### src/rtl/serial_adder_ctrl.sv
// serial_adder_ctrl: bit-serial adder that reuses one full_adder cell for all
// WIDTH bits. The operands are shifted out LSB first. The carry is held in a
// flip-flop between bits. The finished sum is registered and flagged with a
// one-cycle done pulse.

// One-bit full adder cell. The controller shares this single cell across all bits.
module full_adder (
  input  logic a,
  input  logic b,
  input  logic ci,
  output logic s,
  output logic co
);

  assign s  = a ^ b ^ ci;
  assign co = (a & b) | (a & ci) | (b & ci);

endmodule

module serial_adder_ctrl #(
  parameter int WIDTH = 8
) (
  input  logic             clk,
  input  logic             rst_n,
  input  logic             start,
  input  logic [WIDTH-1:0] a,
  input  logic [WIDTH-1:0] b,
  input  logic             cin,
  output logic             busy,
  output logic             done,
  output logic [WIDTH-1:0] sum,
  output logic             cout
);

  localparam int CW = $clog2(WIDTH) + 1;
  localparam logic [CW-1:0] LAST = CW'(WIDTH - 1);

  typedef enum logic [1:0] {
    IDLE,
    RUN,
    DONE
  } state_t;

  state_t          state;
  logic [WIDTH-1:0] a_sh;
  logic [WIDTH-1:0] b_sh;
  logic [WIDTH-1:0] s_sh;
  logic             c_q;
  logic [CW-1:0]    cnt;

  logic             fa_sum;
  logic             fa_cout;
  logic [WIDTH-1:0] s_next;

  full_adder u_fa (
    .a  (a_sh[0]),
    .b  (b_sh[0]),
    .ci (c_q),
    .s  (fa_sum),
    .co (fa_cout)
  );

  // New partial sum: the fresh bit enters at the MSB. This form also works for WIDTH=1.
  always_comb begin
    s_next = (s_sh >> 1) | (WIDTH'(fa_sum) << (WIDTH - 1));
  end

  // Controller FSM. It owns every register, including the registered outputs.
  always_ff @(posedge clk or negedge rst_n) begin
    if (!rst_n) begin
      state <= IDLE;
      a_sh  <= '0;
      b_sh  <= '0;
      s_sh  <= '0;
      c_q   <= 1'b0;
      cnt   <= '0;
      busy  <= 1'b0;
      done  <= 1'b0;
      sum   <= '0;
      cout  <= 1'b0;
    end else begin
      done <= 1'b0;
      case (state)
        IDLE, DONE: begin
          if (start) begin
            a_sh  <= a;
            b_sh  <= b;
            s_sh  <= '0;
            c_q   <= cin;
            cnt   <= '0;
            busy  <= 1'b1;
            state <= RUN;
          end else begin
            busy  <= 1'b0;
            state <= IDLE;
          end
        end
        RUN: begin
          a_sh <= a_sh >> 1;
          b_sh <= b_sh >> 1;
          s_sh <= s_next;
          c_q  <= fa_cout;
          cnt  <= cnt + CW'(1);
          if (cnt == LAST) begin
            sum   <= s_next;
            cout  <= fa_cout;
            done  <= 1'b1;
            busy  <= 1'b0;
            state <= DONE;
          end
        end
        default: begin
          busy  <= 1'b0;
          state <= IDLE;
        end
      endcase
    end
  end

endmodule

### config.mk
export PLATFORM = sky130hd
export DESIGN_NAME = serial_adder_ctrl
export DESIGN_NICKNAME = d
export VERILOG_FILES = /design/src/rtl/serial_adder_ctrl.sv
export SDC_FILE = /design/constraint.sdc
export NUM_CORES = 1
export LEC_CHECK = 0
export CORE_MARGIN = 2
export CORE_UTILIZATION = 50
export DETAILED_ROUTE_END_ITERATION = 6
export PLACE_DENSITY = 0.77
export SLEW_MARGIN = 20
export SYNTH_ARGS = -nofsm -noshare
export SYNTH_HDL_FRONTEND = slang
export SYNTH_SLANG_ARGS = --single-unit
export TNS_END_PERCENT = 10
### constraint.sdc
create_clock -name clk -period 2 [get_ports clk]
set_clock_uncertainty 0.05 [all_clocks]
set_input_delay 0.2 -clock clk [delete_from_list [all_inputs] [get_ports clk]]
set_output_delay 0.2 -clock clk [all_outputs]
set_load 0.1 [all_outputs]
== Yosys cells after proc, flatten, opt, wreduce, memory -nomap -nowiden ==
Index checks and enable logic that the tools add are counted.

* Eq/ne operators: 5
* Muxes and demuxes: 18
* Reduce and logical (&&, ||, !) cells: 5
* Bitwise logic cells: 8
* $add $sub $neg: 1

{| class="wikitable"
|+ Operators with widths
! operator !! count
|-
| case mux 8 bit (2 select lines) || 3
|-
| 2-to-1 mux 8 bit || 3
|-
| OR 7 x 8 -> 8 bit || 1
|-
| case mux 4 bit (2 select lines) || 1
|-
| 2-to-1 mux 1 bit || 6
|-
| adder 4 x 1 -> 4 bit, second input constant || 1
|-
| equality test 4 x 3 -> 1 bit, second input constant || 1
|-
| 2-to-1 mux 4 bit || 1
|-
| != test 2 bit, second input constant || 2
|-
| case mux 1 bit (2 select lines) || 2
|-
| case mux 2 bit (2 select lines) || 1
|-
| AND reduction 2 bit || 2
|-
| bitwise AND 1 bit || 3
|-
| equality test 2 x 1 -> 1 bit, second input constant || 1
|-
| equality test 2 bit, second input constant || 1
|-
| zero test 2 bit || 1
|-
| 2-to-1 mux 2 bit || 1
|-
| OR 1 bit || 2
|-
| nonzero test 2 bit || 1
|-
| OR reduction 2 bit || 1
|-
| bitwise XOR 1 bit || 2
|}

* Register bits after elaboration: 42
* Output and inout port bits: 11
* Word-level logic and storage cells: 47

== Logic depth before layout (Yosys ltp) ==
Gate-level depths: netlist of run 1.

* Depth after elaboration: 4
* Gate-level depth with buffers: 5
* Mapped depth without buffers: 4

== Modules after synthesis ==
A second synthesis of run 1 with hierarchy kept.

* Cells, all modules: 115
* Area, all modules: 1699.1 µm²

{| class="wikitable"
|+ Modules (own cells, without submodules)
! module !! instances !! area an instance (µm²) !! cells an instance !! seq. area each (µm²)
|-
| serial_adder_ctrl || 1 || 1679.1 || 114 || 1026.0
|-
| full_adder || 1 || 20.0 || 1 || 0.0
|}

== Least setup slack after synthesis of run 1 ==
OpenSTA, ideal clock, no wires.

* Path type: register -> register
* From: reg cnt[0]
* To: reg cout
* Cell stages (with the launch flop): 5
* Data required time: 1.825 ns
* Path slack: 0.557 ns
* Setup time: 0.125 ns
* Clock period less this slack: 1.443 ns
* Path buffers: 0
* Data arrival time: 1.268 ns
* Path through: dfrtp_1 -> ha_1 -> nand3b_1 -> nor2_4 -> mux2_2

* Cells in the longest elaborated chain, start to end: 2

{| class="wikitable"
|+ Ends and longest elaborated chain
! element !! RTL line !! RTL
|-
| start, declared || 49 || <nowiki>logic [CW-1:0] cnt;</nowiki>
|-
| start signal, assigned || 103 || <nowiki>cnt <= cnt + CW'(1);</nowiki>
|-
| equality test 4 x 3 -> 1 bit || 104 || <nowiki>if (cnt == LAST) begin</nowiki>
|-
| AND reduction 2 bit (no line) || - ||
|-
| end signal, assigned || 106 || <nowiki>cout <= fa_cout;</nowiki>
|-
| end, declared || 32 || <nowiki>output logic cout</nowiki>
|}

No other way between the ends.
A chain may end at the register's enable or synchronous reset.

== Final worst setup path of run 1 ==
* From: reg cnt[0]
* To: reg sum[7]

* Cells in the longest elaborated chain, start to end: 2

{| class="wikitable"
|+ Ends and longest elaborated chain
! element !! RTL line !! RTL
|-
| equality test 4 x 3 -> 1 bit || 104 ||
|-
| AND reduction 2 bit (no line) || - ||
|-
| end signal, assigned || 105 || <nowiki>sum <= s_next;</nowiki>
|-
| end, declared || 31 || <nowiki>output logic [WIDTH-1:0] sum,</nowiki>
|}

No other way between the ends.

==> impl_metrics.csv, run 1 <==
group,metric,value,unit
finish,syn_to_final_growth,23.32,%
die,die_w,61.87,µm
placement,post-place-ws,362.9,ps
critical_path,crit_path_end_kind,"register",
grt,grt_max_degree,42,
synthesis,netlist_area,1674,µm²
placement,hpwl,1.902,mm
run_status,status,"completed",
grt,antenna_found_initial,0,
route,routed_wire_length_per_instance,14.85,µm
run,cap_violations,0,
worst_hold_path,hp-class,"in2async",
timing,worst_slew_pin_slew,565.9,ps
die,row_count,21,
clock_network,clock_path_buffers,2,
timing,totalNegativeSetupSlack,0,ps
synthesis,ys_warn_count,0,
timing,rsz0062_at_grt,"no",
clock_network,tritoncts,"built",
critical_path,r2r_cells,4,
clock_network,clk_pin_slew,130,ps
timing,finalSetupViolCount,0,
critical_path,path_class,"reg2reg",
pwr,p_int,2143,µW
clock_network,htreeDepth,2,
die,start_util,50.97,%
placement,gp_congestion,0.7346,
timing,fin_ws,382.5,ps
finish,antenna_cells,0,
timing,max_freq,618.2,MHz
pwr,irDropWorstVdd,764.2,µV
grt,gr-usage-all-layers,16.69,%
timing,hold_viol,0,
die,core-area,3284,µm²
critical_path,r2r_slack,380,ps
route,totalWireLength,2.910,mm
route,antenna_left,0,
synthesis,synth_cell_type_count,20,
route,drc,0,
placement,io_buffers,30,
pwr,combPwrFrac,49.0,%
finish,final_nets,171,
critical_path,r2r_start,"cnt[0]$_DFFE_PN0P_",
synthesis,synth_fp_nets,137,
synthesis,synth_top_cell_by_area,"dfrtp_1",
clock_network,cts_buffers,5,
pwr,p_leak,0.001047,µW
pwr,power_switching,1676,µW
timing,hold-worst-slack,365.0,ps
critical_path,cpPeakStageDelay,400,ps
route,drt_pass1_iterations,5,
die,fp.dieH,61.87,µm
timing,period_needed,1618,ps
clock_network,clk_latency,350,ps
synthesis,synth_seq_cells,41,
timing,fin_crit_sh,80.88,%
critical_path,cp.arrival,1820,ps
critical_path,crit_path_top_delay_cell,"dfrtp_1",
timing,max_slew_margin,62.18,%
synthesis,syn_avg_cell_area,14.56,µm²
critical_path,crit_path_start_kind,"register",
synthesis,synth_top_area_share,61.29,%
synthesis,synthTopCellsByArea,"dfrtp_1, a22o_1, a21o_1",
critical_path,rr_endpoint,"sum[7]$_DFFE_PN0P_",
finish,final_layout_size_suffix_gt1_share,24.67,%
grt,grt_overflow_total,0,
finish,final_area,2064,µm²
grt,grt_pass1_vias,1013,
grt,grt_pass1_wl,4.533,mm
pwr,p_per_area,1850,nW/µm²
critical_path,critPathMaxFanout,10,
critical_path,critPathRequiredTime,2200,ps
clock_network,cts_sinks,41,
synthesis,syn_inst,115,
critical_path,critical_path.cell_chain,"ha_1, nand3b_1, nor2_4, mux2_2",
clock_network,clock-root-buffer,"clkbuf_4",
die,ios,31,
route,vias,1058,
pwr,sw_frac_of_total,43.88,%
clock_network,post_cts_resize_count,0,
route,drt_iter0_drc,53,
timing,report.final.slew_viol_count,0,
placement,postPlaceCellArea,1971,µm²
synthesis,seq_area_frac_synth,61.29,%
pwr,pwr-share-clk,14.2,%
pwr,sequentialPowerShare,36.8,%
die,die_area,3827,µm²
route,vias_per_cell,5.398,
==> stage by stage <==
step | power (µW) | std cells | util [%]
after global placement | 3239 | 187 | 60.00
final | 3819 | 196 | 62.86
after CTS | 3854 | 196 | 62.86
after global routing | 4037 | 196 | 62.86
after detailed placement | 3305 | 187 | 60.00
after floorplan | 2954 | 115 | -
==> cells in the mapped netlist <==
cell / number
dfrtp_1: 41
a22o_1: 25
a21o_1: 17
mux2_2: 10
buf_2: 2
buf_4: 2
buf_6: 2
mux2i_1: 2
nand2b_1: 2
nor2_4: 2
a31o_2: 1
and2b_1: 1
clkbuf_1: 1
fa_1: 1
ha_1: 1
nand3b_1: 1
nand4_1: 1
nor2_1: 1
nor2b_2: 1
nor3b_1: 1
==> sequential cells by signal, summed over array words and instances, names as in the netlist <==
signal,count
a_sh,8
b_sh,8
sum,8
s_sh,7
cnt,4
state,2
busy,1
c_q,1
cout,1
done,1
==> power groups by stage <==
stage	Sequential (µW)	Clock [µW]	Combinational (µW)
after global routing	1450	596	1990
after floorplan	2030	0	926
after CTS	1410	556	1890
final	1410	542	1870
after detailed placement	1430	0	1880
after global placement	1410	0	1830
==> worst max path at each step <==
stage	startpoint	to	slack [ps]	cells past startpoint
after floorplan	cnt[0]$_DFFE_PN0P_	cout$_DFFE_PN0P_	560	4
after global placement	cnt[0]$_DFFE_PN0P_	sum[6]$_DFFE_PN0P_	400	4
after detailed placement	cnt[0]$_DFFE_PN0P_	sum[7]$_DFFE_PN0P_	360	4
after CTS	cnt[0]$_DFFE_PN0P_	sum[7]$_DFFE_PN0P_	350	4
after global routing	cnt[0]$_DFFE_PN0P_	sum[1]$_DFFE_PN0P_	290	4
final	cnt[0]$_DFFE_PN0P_	sum[7]$_DFFE_PN0P_	380	4
==> routing by layer <==
layer  vias up  global-route usage, %  wire length (µm)
li1        495                      -                 -
met1       528                  20.32              1284
met2        31                  26.32              1421
met3         4                  6.004               159
met4         0                  8.207                45
met5         -                      0                 0
==> worst max-delay path: cells and delay by family, from the launching register on <==
kind	cells	cell delay (ps)
multiplexers	1	380
adder cells (fa/ha/maj)	1	200
flip-flops	1	400
AND/OR/NAND/NOR	2	500
==> area by class of cell <==
| type | count | area, µm² |
|---|---|---|
| Clock inverter | 3 | 46.29 |
| Clock buffer | 5 | 37.54 |
| Tap cell | 46 | 57.56 |
| Fill cell | 260 | 1220 |
| Timing Repair Buffer | 34 | 300.3 |
| Multi-Input combinational cell | 67 | 596.8 |
| Sequential cell | 41 | 1026 |
==> layout by cell type (no fill, tap or decap) <==
cell type	synthesis	routed
mux2i_1	2	2
clkbuf_4	0	5
dfrtp_1	41	41
clkinvlp_4	0	1
nor3b_1	1	1
buf_2	2	1
a22o_1	25	25
dlygate4sd3_1	0	1
nor2b_2	1	1
nand2b_1	2	2
a31o_2	1	1
nor2_4	2	2
clkinv_4	0	1
nand4_1	1	1
clkdlybuf4s50_1	0	18
bufinv_16	0	1
nand3b_1	1	1
mux2_2	10	10
ha_1	1	1
a21o_1	17	17
buf_4	2	14
nor2_1	1	1
fa_1	1	1
and2b_1	1	1
==> logic make-up (layout without fill, tap and decap cells) <==
group	after synthesis	after routing	share of synthesized area (%)
buffers and inverters	7	42	3.064
adders and majority gates	2	2	1.943
muxes	12	12	7.922
AOI/OAI and AO/OA	43	43	21.23
and+or+nand+nor	10	10	4.559
DFF	41	41	61.29
==> what timing repair did <==
item                      CTS  global route
hold endpoints to repair   41             0
setup buffers               0             0
hold buffers                1             0
Note: power is estimated with default switching activity, not from simulation.
==> inputs of run 2 (changes only) <==
--- a/config.mk
+++ b/config.mk
@@ -6,9 +6,9 @@
 export NUM_CORES = 1
 export LEC_CHECK = 0
 export CORE_MARGIN = 2
-export CORE_UTILIZATION = 50
+export CORE_UTILIZATION = 46
 export DETAILED_ROUTE_END_ITERATION = 6
-export PLACE_DENSITY = 0.77
+export PLACE_DENSITY = 0.74
 export SLEW_MARGIN = 20
 export SYNTH_ARGS = -nofsm -noshare
 export SYNTH_HDL_FRONTEND = slang
==> constraint.sdc (replaced) <==
create_clock -name clk -period 1.35 [get_ports clk]
set_clock_uncertainty 0.05 [all_clocks]
set_input_delay 0.135 -clock clk [delete_from_list [all_inputs] [get_ports clk]]
set_output_delay 0.135 -clock clk [all_outputs]
set_load 0.1 [all_outputs]
==> run 2 against run 1 <==
  * The flow now finishes with violations (negative setup slack)
  * Wire length up 20%
  * Via count grew 7.4%
  * Critical path type unchanged
  * Power up 71%
  * Non-clock buffer count is 11 higher
  * Die area is 8.1% higher
  * Critical path depth increased by 1
  * Global-route usage rose by 1.2 points
  * Clock power grew 38%
  * Cell area rose by 14%
  * First-iteration DRC count decreased by 15%
  * Register-to-register slack lost 500 ps
==> impl_metrics.csv, run 2 (synthesis gave the netlist of run 1 again) <==
group,metric,value,unit
pwr,pwr-share-clk,11.5,%
pwr,p_int,3820,µW
timing,rsz0062_at_grt,"yes",
clock_network,clock_path_buffers,2,
route,antenna_left,0,
critical_path,r2r_cells,5,
pwr,sw_frac_of_total,41.43,%
finish,antenna_cells,0,
worst_hold_path,hp-class,"in2async",
route,drt_iter0_drc,45,
run_status,violations,"negative setup slack",
timing,max_freq,681.7,MHz
route,drt_pass1_iterations,4,
critical_path,cpPeakStageDelay,370,ps
clock_network,htreeDepth,2,
grt,grt_pass1_wl,5.464,mm
finish,most-common-layout-cells,"dfrtp_1, a22o_1, clkdlybuf4s50_1",
run,cap_violations,0,
critical_path,r2r_slack,-120,ps
critical_path,rr_endpoint,"sum[4]$_DFFE_PN0P_",
finish,layout_commonest_cell,"dfrtp_1",
timing,totalNegativeSetupSlack,-1652,ps
timing,max_slew_margin,76.69,%
critical_path,critPathRequiredTime,1540,ps
timing,fin_ws,-116.9,ps
route,drc,0,
grt,grt_overflow_total,0,
grt,gr-usage-all-layers,17.92,%
pwr,p_leak,0.001178,µW
critical_path,crit_path_top_delay_cell,"dfrtp_1",
clock_network,cts_buffers,5,
placement,hpwl,2.257,mm
timing,finalSetupViolCount,25,
finish,syn_to_final_growth,40.88,%
timing,hold_viol,0,
clock_network,clk_latency,340,ps
clock_network,tritoncts,"built",
die,fp.dieH,64.33,µm
timing,worst_slew_pin_slew,348.1,ps
die,die_w,64.33,µm
die,ios,31,
pwr,sequentialPowerShare,33.3,%
die,row_count,21,
die,core-area,3416,µm²
grt,antenna_found_initial,0,
finish,nFillCells,269,
finish,final_layout_size_suffix_gt1_share,31.06,%
clock_network,cts_sinks,41,
route,routed_wire_length_per_instance,16.89,µm
clock_network,clock-root-buffer,"clkbuf_4",
pwr,combPwrFrac,55.2,%
critical_path,critPathMaxFanout,5,
pwr,irDropWorstVdd,980.0,µV
critical_path,cp.arrival,1650,ps
die,die_area,4138,µm²
route,totalWireLength,3.497,mm
finish,final_nets,183,
timing,fin_crit_sh,108.7,%
grt,grt_pass1_vias,1148,
run_status,status,"finished, violations left",
placement,io_buffers,30,
route,vias,1136,
grt,grt_max_degree,42,
timing,hold-worst-slack,233.6,ps
finish,top_regs,"a_sh (8), b_sh (8), sum (8)",
critical_path,path_class,"reg2reg",
pwr,p_per_area,2766,nW/µm²
pwr,total_power,6523,µW
critical_path,crit_path_end_kind,"register",
critical_path,critical_path.cell_chain,"ha_2, nand3b_1, nor2_4, buf_6, mux2_4",
critical_path,r2r_start,"cnt[1]$_DFFE_PN0P_",
placement,gp_congestion,0.7258,
timing,report.final.slew_viol_count,0,
die,start_util,49.01,%
timing,period_needed,1467,ps
pwr,power_switching,2702,µW
route,vias_per_cell,5.488,
clock_network,clk_pin_slew,120,ps
critical_path,crit_path_start_kind,"register",
[run 2: cell types whose count changed in the layout (fill, tap and decap cells not counted), moves of 2 or more]
cell / delta
mux2_4: +10
buf_4: -4
buf_6: +2
buf_12: +13
mux2_2: -10
[run 2: repair_timing]
item | 4_1_cts | 5_1_grt
setup endpoints to repair | 35 | 36
gates cloned | 0 | 1
buffers inserted | 1 | 0
hold buffers | 1 | 0
gates resized for setup | 8 | 7
pin swaps | 19 | 2
hold endpoints to repair | 41 | 0
[run 2: worst max path at each step]
stage	slack, ps	endpoint	start	cells after the start
after floorplan	-90	cout$_DFFE_PN0P_	cnt[0]$_DFFE_PN0P_	4
after global placement	-160	cnt[0]$_DFFE_PN0P_	start	4
after detailed placement	-230	cnt[0]$_DFFE_PN0P_	start	4
after CTS	-150	sum[4]$_DFFE_PN0P_	cnt[1]$_DFFE_PN0P_	5
after global routing	-160	sum[4]$_DFFE_PN0P_	cnt[1]$_DFFE_PN0P_	5
final	-120	sum[4]$_DFFE_PN0P_	cnt[1]$_DFFE_PN0P_	5
[run 2: layer usage]
metal | vias to the layer above | global-route usage, % | part of all wire [%]
li1 | 525 | - | -
met1 | 565 | 21.53 | 41
met2 | 39 | 30.21 | 53
met3 | 7 | 3.697 | 4.3
met4 | 0 | 9.574 | 1.8
met5 | - | 0 | 0
[run 2: worst max-delay path, delay by kind of cell (launching register included)]
| kind | cells | cell delay [ps] |
|---|---|---|
| flip-flops | 1 | 370 |
| multiplexers | 1 | 310 |
| AND/OR/NAND/NOR | 2 | 290 |
| adder cells (fa/ha/maj) | 1 | 180 |
| buffers and inverters | 1 | 150 |
[run 2: layout make-up]
type	instances	area [µm²]	share of cell area, %
Clock buffer	5	37.54	1.592
Multi-Input combinational cell	68	649.4	27.53
Clock inverter	2	35.03	1.485
Tap cell	46	57.56	2.440
Timing Repair Buffer	45	553.0	23.45
Sequential cell	41	1026	43.50
[run 2: power by group through the flow]
| stage | Sequential [µW] | Clock (µW) | Combinational, µW |
|---|---|---|---|
| 3_5_place_dp | 2180 | 0 | 3410 |
| 6_report | 2170 | 748 | 3600 |
| 4_1_cts | 2160 | 776 | 3520 |
| 2_1_floorplan | 3000 | 0 | 1370 |
| 5_1_grt | 2240 | 822 | 3800 |
| 3_3_place_gp | 2140 | 0 | 3290 |
[run 2: stage by stage]
stage / std cells / util, % / setup WS (ps) / area, µm²
finish: 207 / 69.05 / -116.9 / 2359
global route: 207 / 69.05 / -163.6 / 2359
CTS: 206 / 68.13 / -145.7 / 2327
detailed placement: 197 / 64.65 / -227.4 / 2208
floorplan: 115 / - / -93.03 / 1674
global placement: 197 / 64.65 / -164.8 / 2208
